### config.mk
export PLATFORM = sky130hd
export DESIGN_NAME = alu16_seq
export DESIGN_NICKNAME = d
export VERILOG_FILES = /design/src/rtl/alu16_seq.sv
export SDC_FILE = /design/constraint.sdc
export NUM_CORES = 1
export LEC_CHECK = 0
export CAP_MARGIN = 15
export CORE_MARGIN = 3
export CORE_UTILIZATION = 42
export CTS_CLUSTER_DIAMETER = 150
export DETAILED_ROUTE_END_ITERATION = 10
export PLACE_DENSITY = 0.82
export SYNTH_ARGS = -nofsm -noshare
export SYNTH_HDL_FRONTEND = slang
export SYNTH_SLANG_ARGS = --single-unit
### constraint.sdc
create_clock -name clk -period 1.9 [get_ports clk]
set_input_delay 0.57 -clock clk [delete_from_list [all_inputs] [get_ports clk]]
set_output_delay 0.57 -clock clk [all_outputs]
set_load 0.05 [all_outputs]
### src/rtl/alu16_seq.sv
// 16-bit SM83 arithmetic sequencer: drives the shared 8-bit ALU for a low-byte
// pass then a high-byte pass, chaining carry/borrow through the ALU flags.
package alu_pkg;
  typedef struct packed {
    logic z;
    logic n;
    logic h;
    logic c;
  } flags_t;

  typedef enum logic [3:0] {
    ALU_PASS = 4'd0,
    ALU_ADD  = 4'd1,
    ALU_ADC  = 4'd2,
    ALU_SUB  = 4'd3,
    ALU_SBC  = 4'd4,
    ALU_AND  = 4'd5,
    ALU_XOR  = 4'd6,
    ALU_OR   = 4'd7,
    ALU_CP   = 4'd8
  } alu_op_t;
endpackage

module alu16_seq
  import alu_pkg::*;
(
  input  logic          clk,
  input  logic          rst_n,
  input  logic          start,
  input  logic [1:0]    cmd,
  input  logic [15:0]   op_a,
  input  logic [15:0]   op_b,
  input  flags_t        flags_in,
  output logic          busy,
  output logic          done,
  output logic [15:0]   result,
  output flags_t        flags_out,
  output logic          alu_en,
  output logic [7:0]    alu_a,
  output logic [7:0]    alu_b,
  output alu_op_t       alu_op,
  output flags_t        alu_flags,
  input  logic [7:0]    alu_res,
  input  flags_t        alu_flags_res
);

  typedef enum logic [1:0] {
    S_IDLE = 2'd0,
    S_LO   = 2'd1,
    S_HI   = 2'd2,
    S_DONE = 2'd3
  } state_e;

  typedef enum logic [1:0] {
    CMD_ADD16 = 2'b00,
    CMD_SPE8  = 2'b01,
    CMD_INC16 = 2'b10,
    CMD_DEC16 = 2'b11
  } cmd_e;

  state_e      state_q, state_d;
  cmd_e        cmd_q;
  logic [15:0] a_q, b_q;
  flags_t      flags_q;
  logic [7:0]  res_lo_q;
  flags_t      lo_flags_q;
  logic [15:0] result_q;
  flags_t      flags_out_q;
  flags_t      flags_fin;
  logic        load;

  assign load = start && ((state_q == S_IDLE) || (state_q == S_DONE));

  always_comb begin
    state_d   = state_q;
    busy      = 1'b0;
    done      = 1'b0;
    alu_en    = 1'b0;
    alu_a     = '0;
    alu_b     = '0;
    alu_op    = ALU_PASS;
    alu_flags = '0;
    case (state_q)
      S_IDLE: begin
        if (start) state_d = S_LO;
      end
      S_LO: begin
        busy      = 1'b1;
        alu_en    = 1'b1;
        alu_a     = a_q[7:0];
        alu_flags = flags_q;
        case (cmd_q)
          CMD_ADD16: begin alu_op = ALU_ADD; alu_b = b_q[7:0]; end
          CMD_SPE8:  begin alu_op = ALU_ADD; alu_b = b_q[7:0]; end
          CMD_INC16: begin alu_op = ALU_ADD; alu_b = 8'h01;    end
          default:   begin alu_op = ALU_SUB; alu_b = 8'h01;    end
        endcase
        state_d = S_HI;
      end
      S_HI: begin
        busy      = 1'b1;
        alu_en    = 1'b1;
        alu_a     = a_q[15:8];
        // Only the carry comes from the low pass; Z/N/H stay as latched.
        alu_flags = '{z: flags_q.z, n: flags_q.n, h: flags_q.h, c: lo_flags_q.c};
        case (cmd_q)
          CMD_ADD16: begin alu_op = ALU_ADC; alu_b = b_q[15:8];    end
          CMD_SPE8:  begin alu_op = ALU_ADC; alu_b = {8{b_q[7]}};  end
          CMD_INC16: begin alu_op = ALU_ADC; alu_b = 8'h00;        end
          default:   begin alu_op = ALU_SBC; alu_b = 8'h00;        end
        endcase
        state_d = S_DONE;
      end
      default: begin
        done    = 1'b1;
        state_d = start ? S_LO : S_IDLE;
      end
    endcase
  end

  always_comb begin
    flags_fin = flags_q;
    case (cmd_q)
      CMD_ADD16: flags_fin = '{z: flags_q.z, n: 1'b0, h: alu_flags_res.h, c: alu_flags_res.c};
      CMD_SPE8:  flags_fin = '{z: 1'b0, n: 1'b0, h: lo_flags_q.h, c: lo_flags_q.c};
      default:   flags_fin = flags_q;
    endcase
  end

  always_ff @(posedge clk or negedge rst_n) begin
    if (!rst_n) begin
      state_q     <= S_IDLE;
      cmd_q       <= CMD_ADD16;
      a_q         <= '0;
      b_q         <= '0;
      flags_q     <= '0;
      res_lo_q    <= '0;
      lo_flags_q  <= '0;
      result_q    <= '0;
      flags_out_q <= '0;
    end else begin
      state_q <= state_d;
      if (load) begin
        cmd_q   <= cmd_e'(cmd);
        a_q     <= op_a;
        b_q     <= op_b;
        flags_q <= flags_in;
      end
      if (state_q == S_LO) begin
        res_lo_q   <= alu_res;
        lo_flags_q <= alu_flags_res;
      end
      if (state_q == S_HI) begin
        result_q    <= {alu_res, res_lo_q};
        flags_out_q <= flags_fin;
      end
    end
  end

  assign result    = result_q;
  assign flags_out = flags_out_q;

endmodule

==> qor.csv, run 1 <==
stage,metric,value,unit
clocking,total CTS buffers,9,
synth,Simple-Gate Fraction of Synth Area,5.00,%
detailed_routing,DRC violations left,0,
die,Initial Utilization,44.6,%
synth,"Distinct cells, synth",30,
global_route,total global-route track usage,18.8,%
timing,"Min Clock Period, post-route",2.32,ns
setup_path,R2R Setup Slk,-0.17,ns
synth,Post-Synth Adder-Cell Area,1.60,%
placed_design,Place WS,-0.121,ns
final_layout,Diodes inserted,0,
setup_path,Setup crit end kind,output port,
detailed_routing,vias,2234,
timing,RSZ-0062 raised after global routing,true,
detailed_routing,DR vias/cell,4.98,
timing,"Hold Violations, Final",0,
detailed_routing,DR iter-0 viols,88,
synth,Synth Register Bits,70,
clocking,CTS tree,done,
placed_design,placed cell areas,4800,um^2
final_layout,area of the multi-input gates,1660,um^2
synth,mux share of post-synthesis cell area,25.2,%
hold_path,HP Class,in2async,
final_layout,"most common cell after layout, fill and taps aside",dfrtp_1,
setup_path,Crit-path slowest cell,dfrtp_1,
synth,"Cell Area, Synth",3130,um^2
setup_path,"Buf+Inv Stages, Crit Path",3,
global_route,largest net degree at the start of global routing,71,
placed_design,half-perimeter wire length after placement,5520,um
setup_path,critical path's top delay family,flip-flops,
timing,final setup fails,62,
status,status,"finished, violations left",
global_route,number of antenna violations at the first check in global routing,0,
synth,"Avg Cell Area, Syn",13.7,um^2
placed_design,Routability Congestion,0.763,
final_layout,layout cell share with drive strength beyond 1,56.7,%
final_layout,final instance area,5260,um^2
setup_path,critical-path cell list,inv_2 > ha_4 > nand2_4 > nor2_4 > buf_12 > o2bb2ai_4 > buf_12,
global_route,first-pass GRT wire length,12300,um
synth,xor/xnor cell area share of the yosys netlist,0,%
synth,Synth Instances,228,
final_layout,Area Growth Syn to Fin,68.2,%
final_layout,most frequent cells in the layout,"70 x dfrtp_1, 49 x clkdlybuf4s50_1, 40 x mux2_2",
detailed_routing,final antenna-violating net count,0,
clocking,CTS root buf,clkbuf_8,
synth,Post-Syn Nets,285,
die,IO Count,100,
timing,Final period util,122,%
clocking,Post-CTS Hold Fix Bufs,0,
setup_path,Crit Path Class,reg2out,
setup_path,FF-to-FF path depth,8,
clocking,clock-pin slew on the worst setup and hold paths,0.08,ns
synth,sequential area share after synthesis,56.0,%
clocking,H-Tree Depth,3,
synth,largest family of logic cells by synthesized area,multiplexers,
die,row count,30,
timing,setup TNS,-14.14,ns
final_layout,register area,1750,um^2
setup_path,critical-path maximum fanout,6,
timing,WHS,0.241,ns
final_layout,nets,405,
global_route,gr ovfl total,0,
die,Die ar.,8520,um^2
final_layout,Filler Cells Inserted,435,
timing,setup ws final,-0.415,ns
setup_path,worst stage delay on the critical path,0.41,ns
die,chip width,92.3,um
setup_path,r2r startpoint,state_q[1],
setup_path,Worst path most repeated cell,buf_12,
synth,warnings from Yosys,0,
timing,"Slew Viols, Final",0,
setup_path,crit path DAT,1.75,ns
clocking,CTS Buffer Depth,2,
setup_path,CP required,1.33,ns
detailed_routing,DRT Pass-1 Iters,2,
timing,fmax,432,MHz
detailed_routing,wire per inst,17.7,um
setup_path,Setup crit start kind,flip-flop,
timing,Setup Skew,0.00575,ns
global_route,vias in the first global route,2382,
detailed_routing,WL final,7960,um
status,failing checks,negative setup slack,
setup_path,Worst R2R End,b_q[15],
clocking,"Clk Latency, worst-skew pair",0.34,ns
die,DIE HEIGHT,92.3,um
synth,Synth Area in Compound Gates,7.88,%
placed_design,port bufs,96,
flow_run,Max-Cap Viols,0,
clocking,clock sink count,70,
die,CORE AREA,7020,um^2
## metrics by stage
step / cells / utilization [%]
after CTS: 446 / 73.3
after global placement: 426 / 68.4
after floorplan: 228 / -
after global routing: 449 / 75.0
after detailed placement: 426 / 68.4
final: 449 / 75.0
## cell families (layout without fill, tap and decap cells)
| kind of cell | after synthesis | after routing |
|---|---|---|
| adder cells (fa/ha/maj) | 4 | 4 |
| AND/OR/NAND/NOR | 28 | 28 |
| multiplexers | 67 | 67 |
| AO/OA/AOI/OAI | 36 | 36 |
| flip-flops | 70 | 70 |
| other | 1 | 1 |
| buffers and inverters | 22 | 147 |
## layout make-up
type / instances / share of cell area (%)
Sequential cell: 70 / 33.3
Clock buffer: 10 / 2.62
Timing Repair Buffer: 125 / 28.6
Multi-Input combinational cell: 136 / 31.5
Clock inverter: 6 / 1.31
Tap cell: 96 / 2.28
Inverter: 6 / 0.428
## synth_stat cells, drive strengths merged
library cell | count | area (um^2)
o21ai | 5 | 25.0
a22oi | 9 | 67.6
a21boi | 1 | 7.51
ha | 4 | 50.1
a22o | 1 | 8.76
nor2 | 4 | 15.0
nand2 | 5 | 18.8
buf | 14 | 101
nor2b | 12 | 77.6
o2bb2ai | 6 | 52.6
inv | 6 | 22.5
and3b | 1 | 8.76
a21oi | 7 | 35.0
dfrtp | 70 | 1750
o21a | 1 | 7.51
and2 | 3 | 18.8
conb | 1 | 3.75
mux2 | 67 | 788
nand3 | 1 | 5.00
o22ai | 3 | 18.8
o22a | 1 | 8.76
a211oi | 2 | 15.0
nand2b | 1 | 6.26
and3 | 1 | 6.26
clkbuf | 2 | 8.75
## flip-flops by register name, indices dropped and copies added (netlist names)
name,count
a_q,16
b_q,16
result,16
res_lo_q,8
flags_out,4
flags_q,4
cmd_q,2
lo_flags_q,2
state_q,2
## repair_timing
action	CTS	global route
setup endpoints to repair	31	26
hold endpoints to repair	0	0
setup buffers	4	2
resized for setup	20	21
gates cloned	0	1
pin swaps	4	3
## worst reg2reg max path, delay by kind of cell (launching register included)
family | cells | cell delay, ns
buffers and inverters | 5 | 0.77
adders and majority gates | 1 | 0.24
muxes | 1 | 0.35
and+or+nand+nor | 1 | 0.18
DFF | 1 | 0.42
## worst max-delay path by stage
stage,depth (start not counted),slack (ns),from,endpoint
final,7,-0.42,state_q[1],alu_b[1]
after global routing,7,-0.50,state_q[1],alu_b[1]
after CTS,7,-0.41,state_q[1],alu_b[1]
after detailed placement,7,-0.12,state_q[1],alu_b[1]
after global placement,7,-0.08,state_q[1],alu_b[1]
after floorplan,5,-0.24,state_q[0],alu_b[1]
## layer usage
| metal | up-vias | track usage, % | wire (um) |
|---|---|---|---|
| met5 | - | 0 | 0 |
| met4 | 0 | 7.55 | 136 |
| met3 | 12 | 4.22 | 300 |
| met2 | 56 | 32.3 | 4300 |
| met1 | 1120 | 22.8 | 3220 |
| li1 | 1046 | - | - |
Power of run 1 is left out: the tool's default activity adds up to more than one toggle a clock period on the data nets, which glitch-free logic cannot reach.
==> run 2: changes to the inputs <==
--- a/config.mk
+++ b/config.mk
@@ -7,10 +7,10 @@
 export LEC_CHECK = 0
 export CAP_MARGIN = 15
 export CORE_MARGIN = 3
-export CORE_UTILIZATION = 42
+export CORE_UTILIZATION = 36
 export CTS_CLUSTER_DIAMETER = 150
 export DETAILED_ROUTE_END_ITERATION = 10
-export PLACE_DENSITY = 0.82
+export PLACE_DENSITY = 0.72
 export SYNTH_ARGS = -nofsm -noshare
 export SYNTH_HDL_FRONTEND = slang
 export SYNTH_SLANG_ARGS = --single-unit
==> constraint.sdc (replaced) <==
create_clock -name clk -period 1.9 [get_ports clk]
set_input_delay 0.57 -clock clk [delete_from_list [all_inputs] [get_ports clk]]
set_output_delay 0.57 -clock clk [all_outputs]
set_load 0.01 [all_outputs]
==> run 2 against run 1 <==
  * The flow still finishes with violations (negative setup slack)
  * First-iteration DRC count shrank 27%
  * Register-to-register slack better by 0.21 ns
  * Critical path depth unchanged
  * Setup slack better by 0.026 ns
  * Utilization decreased by 17 points
  * Non-clock buffer count rose by 13
  * Global-route usage down 2.3 points
  * Die area up 16%
  * Hold slack worse by 0.21 ns
  * Via count is 2.7% higher
  * Highest routed layer unchanged
==> qor.csv, run 2 (same netlist as run 1, synthesis figures left out) <==
stage,metric,value,unit,change
global_route,largest net degree at the start of global routing,40,,-44%
placed_design,half-perimeter wire length after placement,5490,um,-0.42%
pwr,PD cells,1900,nW/um^2,
clocking,CTS root buf,clkbuf_8,,
timing,"Hold Violations, Final",0,,unchanged
final_layout,area of the multi-input gates,1400,um^2,-15%
detailed_routing,DR iter-0 viols,64,,-27%
setup_path,Setup crit start kind,flip-flop,,
final_layout,layout cell share with drive strength beyond 1,48.1,%,-8.6 points
die,IO Count,100,,unchanged
die,Initial Utilization,37.5,%,-7.1 points
global_route,GR Layer Usage met1,21.3,%,-1.4 points
global_route,gr ovfl total,0,,unchanged
clocking,CTS Buffer Depth,2,,unchanged
global_route,total global-route track usage,16.5,%,-2.3 points
clocking,total CTS buffers,9,,unchanged
global_route,busiest grt layer,met2,,
timing,WHS,0.0297,ns,-0.212 ns
clocking,CTS tree,done,,
die,row count,33,,+10%
clocking,clock sink count,70,,unchanged
setup_path,CP required,1.33,ns,about the same
detailed_routing,DRC violations left,0,,unchanged
setup_path,Crit-path slowest cell,dfrtp_1,,
detailed_routing,DR vias/cell,4.87,,-2.1%
timing,Final period util,120,%,-1.4 points
global_route,first-pass GRT wire length,12700,um,+3.0%
detailed_routing,WL final,8110,um,+1.9%
global_route,vias in the first global route,2475,,+3.9%
clocking,clock-pin slew on the worst setup and hold paths,0.08,ns,about the same
final_layout,Diodes inserted,0,,unchanged
final_layout,Area Growth Syn to Fin,54.3,%,
timing,setup TNS,-7.28,ns,+6.86 ns
timing,"Min Clock Period, post-route",2.29,ns,-0.0261 ns
placed_design,Routability Congestion,0.801,,+5.0%
clocking,"Clk Latency, worst-skew pair",0.35,ns,about the same
final_layout,register area,1750,um^2,unchanged
timing,Setup Skew,0.00772,ns,+0.00197 ns
final_layout,"most common cell after layout, fill and taps aside",dfrtp_1,,
setup_path,critical-path cell list,inv_2 > buf_6 > ha_4 > buf_6 > o21a_1 > and2_1 > buf_2,,
global_route,number of antenna violations at the first check in global routing,0,,unchanged
setup_path,worst stage delay on the critical path,0.38,ns,-0.03 ns
flow_run,Max-Cap Viols,0,,unchanged
timing,fmax,437,MHz,+1.1%
placed_design,placed cell areas,4350,um^2,-9.4%
die,CORE AREA,8340,um^2,+19%
setup_path,Setup crit end kind,output port,,
status,status,"finished, violations left",,
final_layout,final instance area,4830,um^2,-8.2%
die,chip width,99.2,um,+7.5%
pwr,worst vdd ir,0.000721,V,
die,Die ar.,9850,um^2,+16%
setup_path,critical-path maximum fanout,5,,-1
setup_path,Worst path most repeated cell,buf_6,,
hold_path,HP Class,in2async,,
global_route,M2 GR Usage,27.0,%,-5.3 points
detailed_routing,final antenna-violating net count,0,,unchanged
pwr,Leak,0.00211,uW,
final_layout,nets,418,,+3.2%
clocking,H-Tree Depth,3,,unchanged
placed_design,port bufs,96,,unchanged
detailed_routing,wire per inst,17.2,um,-2.8%
setup_path,Crit Path Class,reg2out,,
die,DIE HEIGHT,99.2,um,+7.5%
detailed_routing,vias,2294,,+2.7%
timing,RSZ-0062 raised after global routing,true,,
detailed_routing,DRT Pass-1 Iters,3,,+1
global_route,met3 usage,4.77,%,+0.54 points
timing,setup ws final,-0.389,ns,+0.0261 ns
setup_path,crit path DAT,1.72,ns,-0.03 ns
final_layout,Filler Cells Inserted,693,,+59%
timing,final setup fails,26,,-58%
status,failing checks,negative setup slack,,
timing,"Slew Viols, Final",0,,unchanged
final_layout,most frequent cells in the layout,"70 x dfrtp_1, 68 x clkdlybuf4s50_1, 53 x mux2_2",,
==> run 2: layout make-up <==
cell class	count	share of cell area, %
clock buffer	10	2.85
clock inverter	6	1.06
inverter	6	0.466
multi-input combinational	136	29.0
sequential	70	36.3
tap	105	2.72
timing repair buffer	138	27.6
==> run 2: path summary, 6_finish.rpt <==
path,startpoint,endpoint,slack (ns),cells past startpoint
setup / recovery,state_q[0],alu_flags[3],-0.39,7
hold / removal,rst_n,a_q[7],0.03,1
setup reg to reg,state_q[1],a_q[12],0.04,8
hold reg to reg,res_lo_q[7],result[7],0.51,1
max in group asynchronous,rst_n,result[2],1.33,2
min in group clk,res_lo_q[7],result[7],0.51,1
==> run 2: routing by layer <==
metal / vias to the layer above / wire, um
met2: 67 / 3990
met5: - / 0
met4: 0 / 122
met1: 1142 / 3570
li1: 1075 / -
met3: 10 / 428
==> run 2: report_power, final <==
| group | internal [uW] | switching (uW) | total (uW) |
|---|---|---|---|
| Sequential | 2280 | 463 | 2740 |
| Combinational | 3170 | 2130 | 5310 |
| Clock | 530 | 616 | 1150 |
| Total | 5980 | 3210 | 9190 |
==> run 2: stage by stage <==
stage	total power [uW]	cells	util, %	setup WS [ns]
5_1_grt	9770	471	57.9	-0.459
4_1_cts	8690	464	55.6	-0.400
6_report	9190	471	57.9	-0.389
3_3_place_gp	7110	440	52.2	-0.520
3_5_place_dp	7250	440	52.2	-0.575
2_1_floorplan	5240	228	-	-0.0302
==> run 2: timing repair <==
| item | CTS | global route |
|---|---|---|
| gates cloned | 1 | 3 |
| buffers inserted | 7 | 4 |
| setup endpoints to repair | 63 | 57 |
| pin swaps | 5 | 8 |
| gates resized for setup | 131 | 26 |
| hold buffers | 0 | 0 |
==> run 2: worst max-delay path: cells and delay by family (launching register included) <==
family,cells,cell delay (ns)
AOI/OAI and AO/OA,1,0.20
and+or+nand+nor,1,0.14
DFF,1,0.38
buffers and inverters,4,0.46
adders and majority gates,1,0.19
No activity file was read; power rests on OpenSTA's default activity.
==> run 3: changes to the inputs <==
--- a/config.mk
+++ b/config.mk
@@ -10,7 +10,7 @@
 export CORE_UTILIZATION = 36
 export CTS_CLUSTER_DIAMETER = 150
 export DETAILED_ROUTE_END_ITERATION = 10
-export PLACE_DENSITY = 0.72
+export PLACE_DENSITY_LB_ADDON = 0.08
 export SYNTH_ARGS = -nofsm -noshare
 export SYNTH_HDL_FRONTEND = slang
 export SYNTH_SLANG_ARGS = --single-unit
==> run 3 against run 2 <==
  * The flow still finishes with violations (negative setup slack)
  * Power grew 7.6%
  * Global-route usage shrank 0.88 points
  * Register-to-register slack lost 0.26 ns
  * Final area grew 4.0%
  * Non-clock buffer count shrank 1
  * Critical path type unchanged
==> qor.csv, run 3 (same netlist as run 1, synthesis figures left out) <==
stage,metric,value,unit,change
status,status,"finished, violations left",,
status,failing checks,negative setup slack,,
setup_path,CP required,1.33,ns,about the same
die,chip width,99.2,um,unchanged
detailed_routing,DR iter-0 viols,47,,-27%
setup_path,critical-path cell list,buf_6 > ha_4 > buf_6 > o21a_1 > and2_1 > buf_2,,
final_layout,Filler Cells Inserted,673,,-2.9%
flow_run,Max-Cap Viols,0,,unchanged
detailed_routing,DRC violations left,0,,unchanged
global_route,gr ovfl total,0,,unchanged
clocking,H-Tree Depth,3,,unchanged
global_route,first-pass GRT wire length,12000,um,-5.9%
global_route,vias in the first global route,2394,,-3.3%
final_layout,fin util,60.2,%,+2.3 points
final_layout,"most common cell after layout, fill and taps aside",dfrtp_1,,
timing,"Min Clock Period, post-route",2.26,ns,-0.0313 ns
setup_path,FF-to-FF path depth,9,,+1
pwr,total power,9890,uW,+7.6%
detailed_routing,DR vias/cell,4.78,,-1.8%
setup_path,Worst R2R End,a_q[8],,
timing,setup ws final,-0.358,ns,+0.0313 ns
clocking,CTS Buffer Depth,2,,unchanged
die,CORE AREA,8340,um^2,unchanged
placed_design,half-perimeter wire length after placement,4990,um,-9.1%
timing,"Slew Viols, Final",0,,unchanged
pwr,worst vdd ir,0.000896,V,+24%
final_layout,most frequent cells in the layout,"70 x dfrtp_1, 69 x clkdlybuf4s50_1, 36 x mux2_2",,
timing,fmax,443,MHz,+1.4%
setup_path,R2R Setup Slk,-0.22,ns,-0.26 ns
final_layout,nets,417,,-0.24%
setup_path,Worst path most repeated cell,buf_6,,
setup_path,Crit Path Class,reg2out,,
final_layout,Layout Cells excl Fill,469,,-0.42%
die,IO Count,100,,unchanged
detailed_routing,vias,2243,,-2.2%
placed_design,DP Cell Count,440,,unchanged
clocking,clock sink count,70,,unchanged
clocking,CTS root buf,clkbuf_8,,
final_layout,final instance area,5020,um^2,+4.0%
clocking,CTS tree,done,,
final_layout,layout cell share with drive strength beyond 1,50.8,%,+2.7 points
timing,Setup Skew,0.00616,ns,-0.00157 ns
hold_path,HP Class,in2async,,
clocking,clock-pin slew on the worst setup and hold paths,0.07,ns,about the same
detailed_routing,WL final,7620,um,-6.1%
placed_design,Routability Congestion,0.776,,-3.2%
global_route,total global-route track usage,15.6,%,-0.88 points
setup_path,Setup crit end kind,output port,,
setup_path,Setup crit start kind,flip-flop,,
timing,RSZ-0062 raised after global routing,true,,
clocking,total CTS buffers,9,,unchanged
final_layout,Area Growth Syn to Fin,60.6,%,
setup_path,crit path DAT,1.69,ns,-0.03 ns
detailed_routing,DRT Pass-1 Iters,4,,+1
detailed_routing,final antenna-violating net count,0,,unchanged
placed_design,port bufs,96,,unchanged
timing,setup TNS,-14.66,ns,-7.38 ns
final_layout,area of the multi-input gates,1570,um^2,+12%
clocking,Post-CTS Hold Fix Bufs,0,,unchanged
clocking,"Clk Latency, worst-skew pair",0.34,ns,about the same
final_layout,Diodes inserted,0,,unchanged
setup_path,r2r startpoint,state_q[0],,
setup_path,critical-path maximum fanout,4,,-1
timing,"Hold Violations, Final",0,,unchanged
die,row count,33,,unchanged
setup_path,CP Launch Point,state_q[0],,
pwr,PD cells,1970,nW/um^2,+3.4%
final_layout,register area,1750,um^2,unchanged
detailed_routing,wire per inst,16.3,um,-5.7%
timing,Final period util,119,%,-1.6 points
die,DIE HEIGHT,99.2,um,unchanged
pwr,Leak,0.00220,uW,+4.4%
setup_path,Crit-path slowest cell,dfrtp_1,,
die,Die ar.,9850,um^2,unchanged
global_route,largest net degree at the start of global routing,71,,+78%
die,Initial Utilization,37.5,%,unchanged
setup_path,worst stage delay on the critical path,0.41,ns,+0.03 ns
timing,final setup fails,63,,+140%
global_route,number of antenna violations at the first check in global routing,0,,unchanged
placed_design,placed cell areas,4370,um^2,+0.35%
## run 3: worst max path at each step
stage	to	depth (start not counted)
final	alu_flags[1]	6
after global routing	alu_b[6]	7
after CTS	alu_b[4]	7
after detailed placement	alu_b[4]	7
after global placement	alu_flags[0]	5
after floorplan	alu_b[1]	6
## run 3: cell type report
| class | count | share of cell area, % |
|---|---|---|
| tap | 105 | 2.61 |
| sequential | 70 | 34.9 |
| multi-input combinational | 136 | 31.2 |
| clock inverter | 6 | 1.27 |
| inverter | 6 | 0.448 |
| clock buffer | 9 | 2.47 |
| timing repair buffer | 137 | 27.2 |
## run 3: where the power goes
part / internal [uW] / switching (uW) / leakage (uW)
combinational: 3710 / 2270 / 0.00129
sequential: 2280 / 470 / 0.000827
clock: 596 / 568 / 0.0000911
## run 3: timing repair
item / in CTS / in global routing
gates resized for setup: 148 / 52
pin swaps: 10 / 9
endpoints found under the setup margin: 26 / 26
gates cloned: 0 / 1
setup buffers: 6 / 7
## run 3: layer usage
layer / wire length (um) / part of all wire, % / global-route usage (%)
met1: 3310 / 43 / 19.6
met2: 3730 / 49 / 25.0
met3: 466 / 6.1 / 5.61
met4: 108 / 1.4 / 5.36
met5: 0 / 0 / 0
## run 3: worst max-delay path: cells and delay by family (launching register included)
kind,cells,cell delay (ns)
fa+ha+maj,1,0.18
simple gates,1,0.16
compound gates,1,0.21
buf+inv,3,0.38
flops,1,0.41
## run 3: per-stage QoR
step	worst slack [ns]	hold WS, ns
after floorplan	-0.0302	0.274
after global placement	-0.472	0.481
after detailed placement	-0.442	0.491
after CTS	-0.345	0.237
after global routing	-0.434	0.237
final	-0.358	0.220
